### src/rtl/dot_acc_pkg.sv
// Shared types and default widths for the dot-product accumulate stage.
// Latency: n/a. Backpressure: n/a.
package dot_acc_pkg;

    localparam int DEF_DATA_WIDTH    = 8;
    localparam int DEF_PRODUCT_WIDTH = 2 * DEF_DATA_WIDTH;
    localparam int DEF_VECTOR_LEN    = 4;
    localparam int DEF_ACC_WIDTH     = DEF_PRODUCT_WIDTH + $clog2(DEF_VECTOR_LEN);

    typedef enum logic [1:0] {
        IDLE  = 2'd0,
        ACCUM = 2'd1,
        DONE  = 2'd2
    } dot_acc_state_t;

endpackage

### src/rtl/dot_product_accumulator_if.sv
// Product-in / sum-out handshake bundle between the multiplier parent and the accumulator.
// Latency: n/a. Backpressure: valid/ready on both the product and the sum side.
interface dot_product_accumulator_if
    import dot_acc_pkg::*;
#(
    parameter int PRODUCT_WIDTH = DEF_PRODUCT_WIDTH,
    parameter int ACC_WIDTH     = DEF_ACC_WIDTH
);
    logic                     start_i;
    logic [PRODUCT_WIDTH-1:0] product_i;
    logic                     product_valid_i;
    logic                     product_ready_o;
    logic [ACC_WIDTH-1:0]     sum_o;
    logic                     sum_valid_o;
    logic                     sum_ready_i;
    logic                     busy_o;

    modport master (
        output start_i, product_i, product_valid_i, sum_ready_i,
        input  product_ready_o, sum_o, sum_valid_o, busy_o
    );

    modport slave (
        input  start_i, product_i, product_valid_i, sum_ready_i,
        output product_ready_o, sum_o, sum_valid_o, busy_o
    );
endinterface

### src/rtl/dot_product_accumulator.sv
// Sums VECTOR_LEN signed products from the multiplier and presents the dot product.
// Latency: start + VECTOR_LEN accepted products -> sum valid the next cycle; one product/cycle best case.
// Backpressure: products accepted only in ACCUM; sum held in DONE until sum_ready_i.
module dot_product_accumulator
    import dot_acc_pkg::*;
#(
    parameter int DATA_WIDTH    = DEF_DATA_WIDTH,
    parameter int PRODUCT_WIDTH = 2 * DATA_WIDTH,
    parameter int VECTOR_LEN    = DEF_VECTOR_LEN,
    parameter int ACC_WIDTH     = PRODUCT_WIDTH + $clog2(VECTOR_LEN)
) (
    input  logic                    clk,
    input  logic                    rst_n,
    dot_product_accumulator_if.slave bus
);

    localparam int                   CNT_WIDTH = $clog2(VECTOR_LEN);
    localparam logic [CNT_WIDTH-1:0] LAST_CNT  = CNT_WIDTH'(VECTOR_LEN - 1);

    dot_acc_state_t       state_q;
    dot_acc_state_t       state_d;
    logic [ACC_WIDTH-1:0] acc_q;
    logic [ACC_WIDTH-1:0] sum_q;
    logic [CNT_WIDTH-1:0] cnt_q;
    logic [ACC_WIDTH-1:0] product_ext;
    logic [ACC_WIDTH-1:0] acc_next;
    logic                 take;
    logic                 last;

    // Guard bits make the ACC_WIDTH add exact: sign-extend, never saturate.
    assign product_ext = {{(ACC_WIDTH - PRODUCT_WIDTH){bus.product_i[PRODUCT_WIDTH-1]}}, bus.product_i};
    assign acc_next    = acc_q + product_ext;
    assign take        = (state_q == ACCUM) && bus.product_valid_i;
    assign last        = take && (cnt_q == LAST_CNT);

    always_ff @(posedge clk or negedge rst_n) begin
        if (!rst_n) begin
            state_q <= IDLE;
        end else begin
            state_q <= state_d;
        end
    end

    always_comb begin
        state_d             = state_q;
        bus.product_ready_o = 1'b0;
        bus.sum_valid_o     = 1'b0;
        bus.busy_o          = 1'b0;
        unique case (state_q)
            IDLE: begin
                if (bus.start_i) state_d = ACCUM;
            end
            ACCUM: begin
                bus.product_ready_o = 1'b1;
                bus.busy_o          = 1'b1;
                if (last) state_d = DONE;
            end
            DONE: begin
                bus.sum_valid_o = 1'b1;
                bus.busy_o      = 1'b1;
                if (bus.sum_ready_i) state_d = IDLE;
            end
            default: state_d = IDLE;
        endcase
    end

    // sum_q is only written on the final product, so a reset mid-run never leaks a partial sum.
    always_ff @(posedge clk or negedge rst_n) begin
        if (!rst_n) begin
            acc_q <= '0;
            cnt_q <= '0;
            sum_q <= '0;
        end else if (state_q == IDLE && bus.start_i) begin
            acc_q <= '0;
            cnt_q <= '0;
        end else if (take) begin
            acc_q <= acc_next;
            cnt_q <= cnt_q + 1'b1;
            if (last) sum_q <= acc_next;
        end
    end

    assign bus.sum_o = sum_q;

endmodule

### src/flat_wrapper.sv
// flat-port wrapper written by rule: the top's interface ports become plain ports
module dot_product_accumulator_flat import dot_acc_pkg::*;
#(
    parameter int DATA_WIDTH    = DEF_DATA_WIDTH,
    parameter int PRODUCT_WIDTH = 2 * DATA_WIDTH,
    parameter int VECTOR_LEN    = DEF_VECTOR_LEN,
    parameter int ACC_WIDTH     = PRODUCT_WIDTH + $clog2(VECTOR_LEN)
)
  (clk, rst_n, bus_start_i, bus_product_i, bus_product_valid_i, bus_sum_ready_i, bus_product_ready_o, bus_sum_o, bus_sum_valid_o, bus_busy_o);
  dot_product_accumulator_if #(.PRODUCT_WIDTH(PRODUCT_WIDTH), .ACC_WIDTH(ACC_WIDTH)) bus_i ();
  input  logic clk;
  input  logic rst_n;
  input wire logic [$bits(bus_i.start_i)-1:0] bus_start_i;
  input wire logic [$bits(bus_i.product_i)-1:0] bus_product_i;
  input wire logic [$bits(bus_i.product_valid_i)-1:0] bus_product_valid_i;
  input wire logic [$bits(bus_i.sum_ready_i)-1:0] bus_sum_ready_i;
  output wire logic [$bits(bus_i.product_ready_o)-1:0] bus_product_ready_o;
  output wire logic [$bits(bus_i.sum_o)-1:0] bus_sum_o;
  output wire logic [$bits(bus_i.sum_valid_o)-1:0] bus_sum_valid_o;
  output wire logic [$bits(bus_i.busy_o)-1:0] bus_busy_o;
  assign bus_i.start_i = bus_start_i;
  assign bus_i.product_i = bus_product_i;
  assign bus_i.product_valid_i = bus_product_valid_i;
  assign bus_i.sum_ready_i = bus_sum_ready_i;
  assign bus_product_ready_o = bus_i.product_ready_o;
  assign bus_sum_o = bus_i.sum_o;
  assign bus_sum_valid_o = bus_i.sum_valid_o;
  assign bus_busy_o = bus_i.busy_o;
  dot_product_accumulator #(.DATA_WIDTH(DATA_WIDTH), .PRODUCT_WIDTH(PRODUCT_WIDTH), .VECTOR_LEN(VECTOR_LEN), .ACC_WIDTH(ACC_WIDTH)) u_core (.clk(clk), .rst_n(rst_n), .bus(bus_i));
endmodule
### config.mk
export PLATFORM = sky130hd
export DESIGN_NAME = dot_product_accumulator_flat
export DESIGN_NICKNAME = d
export VERILOG_FILES = /design/src/rtl/dot_acc_pkg.sv /design/src/rtl/dot_product_accumulator_if.sv /design/src/rtl/dot_product_accumulator.sv /design/src/flat_wrapper.sv
export SDC_FILE = /design/constraint.sdc
export NUM_CORES = 1
export LEC_CHECK = 0
export ABC_AREA = 1
export CAP_MARGIN = 20
export CORE_AREA = 2 2 105 107
export CTS_CLUSTER_DIAMETER = 150
export DETAILED_ROUTE_END_ITERATION = 10
export DIE_AREA = 0 0 107 109
export SLEW_MARGIN = 20
export SYNTH_ARGS = -nofsm -noshare
export SYNTH_HDL_FRONTEND = slang
export SYNTH_SLANG_ARGS = --single-unit
### constraint.sdc
create_clock -name clk -period 2.2 [get_ports clk]
set_clock_uncertainty 0.1 [all_clocks]
set_input_delay 0.33 -clock clk [delete_from_list [all_inputs] [get_ports clk]]
set_output_delay 0.33 -clock clk [all_outputs]
set_load 0.01 [all_outputs]
Word level (Yosys, flattened, before mapping). Cells that the tools add are included.

Output and inout bits: 21. Logic and storage cells: 32. Bits in registers: 40. Input bits: 21.

Reductions and logical operators: 8. $add $sub $neg: 2. Equal/unequal tests: 6. Mux-type cells: 11. Bitwise logic cells: 1.

Operators with widths (number): $mux 18 (2); $add 18x18->18 (1); $mux 2 (5); $pmux 2 s3 (1); $reduce_and 3->1 (2); $eq 2x2->1 const B (2); $ne 2x2->1 const B (2); $logic_and 1x1->1 (3); $mux 1 (3); $add 2x1->2 const B (1); $eq 2x1->1 const B (1); $logic_not 2->1 (1); $ne 2x1->1 const B (1); $reduce_bool 2->1 (1); $reduce_or 2->1 (1); $not 1->1 (1).

Logic depth before layout (Yosys ltp).
Word-level depth: 5. Mapped depth: 12. Depth with buffers taken out: 12.

Worst setup path before layout. Ideal clock, no wire load.

Path type: reg-to-reg. Start: register u_core.acc_q[0]. End: register u_core.acc_q[14]. Path slack: 391 ps. Arrival: 1591 ps. Stages on the path, launching flop included: 12. Clock period less this slack: 1809 ps. Path buffers: 0. Path through: dfrtp_1 -> ha_1 -> inv_1 -> fa_1 -> o21ai_2 -> nand2_1 -> nand2_2 -> nand2_1 -> nand2_1 -> nand2_1 -> nand3_1 -> nand2_1.

Cells in the longest elaborated chain, start to end: 3.

Ends and longest elaborated chain: start: declaration (line dot_product_accumulator.sv:22) `logic [ACC_WIDTH-1:0] acc_q;`; start signal: assignment (line dot_product_accumulator.sv:77) `acc_q <= acc_next;`; $add 18x18->18 (line dot_product_accumulator.sv:32) `assign acc_next = acc_q + product_ext;`; $mux 18 (line dot_product_accumulator.sv:76) `end else if (take) begin`; $mux 18 (line dot_product_accumulator.sv:73) `end else if (state_q == IDLE && bus.start_i) begin`.

No other way between the ends. The select of a mux whose other input is x is not followed. A chain may end at the register's enable or synchronous reset.

Worst setup path after layout.
Start: input port bus_product_i[0]. End: register u_core.sum_q[10] (netlist: u_core.bus.sum_o[10]).

Cells in the longest elaborated chain, start to end: 1.

Ends and longest elaborated chain: start: declaration (line flat_wrapper.sv:14) `input wire logic [$bits(bus_i.product_i)-1:0] bus_product_i;`; $add 18x18->18 (line dot_product_accumulator.sv:32); end signal: assignment (line dot_product_accumulator.sv:79) `if (last) sum_q <= acc_next;`; end: declaration (line dot_product_accumulator.sv:23) `logic [ACC_WIDTH-1:0] sum_q;`.

No other way between the ends.

==> results.ini <==
[critical_path]
worstPathCellList = clkdlybuf4s50_1 > ha_1 > inv_1 > fa_1 > o21ai_2 > nand2_1 > nand2_2 > nand2_1 > nand2_1 > nand2_1 > nand3_1 > nand2_1
worst_ep_required_time_ps = 2290
start_kind = input port
worst_path_max_delay_cell = clkdlybuf4s50_1
cp.arrival_ps = 2160
cp-end-kind = register
cp_slowest_stage_delay_ps = 470
critPathMaxFanout = 3
rr_worst_depth = 11
path_class = in -> reg
worst_path_most_repeated_cell = nand2_1

[run]
cap_violations = 0

[power]
power_frac_seq = 0.275
internal-power_mw = 2.351
power_switching_mw = 1.827
ir_worst_vdd_v = 0.0006481
powerDensity_nw_per_um2 = 1254
p_leak_nw = 1.712
clkPwrFrac = 0.148
pwr-share-comb = 0.576
sw_frac_of_total = 0.4373

[logic_synthesis]
syn_inst = 337
synth_cell_types = 29
synth_nets = 381
yosys_register_bits = 40
ys_seq_area_frac = 0.3902
yosysWarnings = 0
synth_area_um2 = 2565
syn_avg_cell_area_um2 = 7.611

[placement]
io_buffers = 41
post-dp-hpwl_um = 5068
globalplace.congestion = 0.9174
placed_area_um2 = 3223

[floorplan]
initial_utilization = 0.2419
die_h_um = 109
die_w_um = 107
core_area_um2 = 10600
num_rows = 38
ios = 42
die_area_um2 = 11660

[grt]
antenna_found_initial = 0
grt-ovfl-total = 0
first_global_vias = 2390
grt_usage = 0.1233
grt_max_degree = 41
grt_pass1_wl_um = 11430

[routing]
ant_nets = 0
first_iter_violations = 160
drt_pass1_iterations = 4
post_drt_wl_per_cell_um = 12.59
drc_errors = 0
vias_per_cell = 4.307
vias = 2313
wl_um = 6762

[cells_and_area]
area_growth_syn_to_layout_pct = 29.85
diodes = 0
most-common-layout-cells = nand2_1 (124), clkdlybuf4s50_1 (40), dfrtp_1 (40)
final_area_um2 = 3331
fin_nets = 440
drive_above_1_share = 0.09068
final_common_cell = nand2_1

[sta]
final-max-slew-violation-count = 0
setup_tns_ps = 0
rsz0062_at_grt = no
tightest_slew_ps = 536.0
final.min_clock_period_ps = 2064
fmax_mhz = 484.5
hold_slack_ps = -13.24
setup_viol = 0
slew_headroom = 0.6427
hold_viol_final = 37
finalCritPeriodShare = 0.9382

[clock_network]
clockBufferDepth = 2
cts_sinks = 40
clk_latency_ps = 310
cts_tree = done
hold_buffers = 0
root_buffer = clkbuf_8
cts_buffers = 5
cts_htree_levels = 2
clk_pin_slew_ps = 90
postCtsSetupRepairBufs = 0
cts_resized = 0

[min_path]
hp-class = in -> async

[run_status]
violations = negative hold slack
outcome = complete, but fails checks

-- cell families (layout without fill, tap and decap cells) --
family | count (synthesis) | in the layout | share of synthesized area
xor+xnor | 8 | 8 | 0.02732
simple gates | 178 | 178 | 0.2922
compound gates | 46 | 46 | 0.1044
flops | 40 | 40 | 0.3902
fa+ha+maj | 23 | 23 | 0.1151
buf+inv | 42 | 102 | 0.07073
-- worst max-delay path, delay by kind of cell --
kind            cells  cell delay [ps]
compound gates      1              200
fa+ha+maj           2              560
buf+inv             2              530
simple gates        7              530
-- final timing paths --
check,start,endpoint,slack (ps)
setup reg to reg,u_core.acc_q[0],u_core.bus.sum_o[10],280
min in group clk,u_core.bus.sum_o[2],u_core.bus.sum_o[2],390
max in group asynchronous,rst_n,u_core.acc_q[16],1650
setup / recovery,bus_product_i[0],u_core.bus.sum_o[10],140
hold reg to reg,u_core.bus.sum_o[2],u_core.bus.sum_o[2],390
hold / removal,rst_n,u_core.acc_q[1],-10
-- power groups by stage --
stage	Clock [mW]	Sequential, mW	Combinational [mW]
after floorplan	0	1.16	1.61
after global placement	0	1.16	2.34
after detailed placement	0	1.16	2.39
after CTS	0.632	1.15	2.41
after global routing	0.661	1.19	2.73
final	0.620	1.15	2.41
-- final cells by class --
| cell class | count | area (um2) |
|---|---|---|
| clock buffers | 6 | 72.57 |
| clock inverters | 2 | 35.03 |
| fillers | 1101 | 7272 |
| inverters | 37 | 138.9 |
| multi-input cells | 255 | 1383 |
| flip-flops and latches | 40 | 1001 |
| well taps | 140 | 175.2 |
| repair buffers | 57 | 525.5 |
-- Yosys cell counts --
cell,count,area share
fa_1,1,0.0078
xnor2_1,6,0.020
xor2_1,2,0.0068
a21oi_4,1,0.0063
a21oi_1,18,0.035
nand3b_1,6,0.018
buf_2,1,0.0019
a22o_1,1,0.0034
ha_1,22,0.11
o21ai_0,13,0.025
nor3_1,3,0.0059
buf_6,2,0.0088
nand2_2,3,0.0073
nand2_1,124,0.18
nor2_1,14,0.020
a21o_1,1,0.0029
o21ai_1,6,0.012
clkinv_1,1,0.0015
dfrtp_1,40,0.39
nand3_2,1,0.0039
o221ai_1,1,0.0034
o22ai_1,1,0.0024
nor2_4,1,0.0044
buf_4,2,0.0059
and2_1,1,0.0024
inv_1,34,0.050
inv_2,2,0.0029
nand3_1,25,0.049
o21ai_2,4,0.014
-- flip-flops by register name (all words and copies together) (netlist names) --
register          count
u_core.acc_q         18
u_core.bus.sum_o     18
u_core.cnt_q          2
u_core.state_q        2
-- stage by stage --
| step | hold slack (ps) | utilization | setup slack [ps] | instances | power, mW |
|---|---|---|---|---|---|
| 5_1_grt | 41.87 | 0.3141 | 19.74 | 537 | 4.572 |
| 6_report | -13.24 | 0.3141 | 135.9 | 537 | 4.177 |
| 3_3_place_gp | 330.3 | 0.3040 | -147.8 | 529 | 3.498 |
| 4_1_cts | 13.84 | 0.3141 | 121.0 | 537 | 4.197 |
| 2_1_floorplan | -65.59 | - | 391.0 | 337 | 2.766 |
| 3_5_place_dp | 343.2 | 0.3040 | -185.3 | 529 | 3.551 |
-- per-layer routing --
metal	share of wire	vias to the layer above	global-route usage
met2	0.46	51	0.2056
li1	-	1202	-
met3	0.045	8	0.01733
met4	0.014	0	0.03989
met5	0	-	0
met1	0.48	1052	0.1651
(Power assumes the default switching activity.)
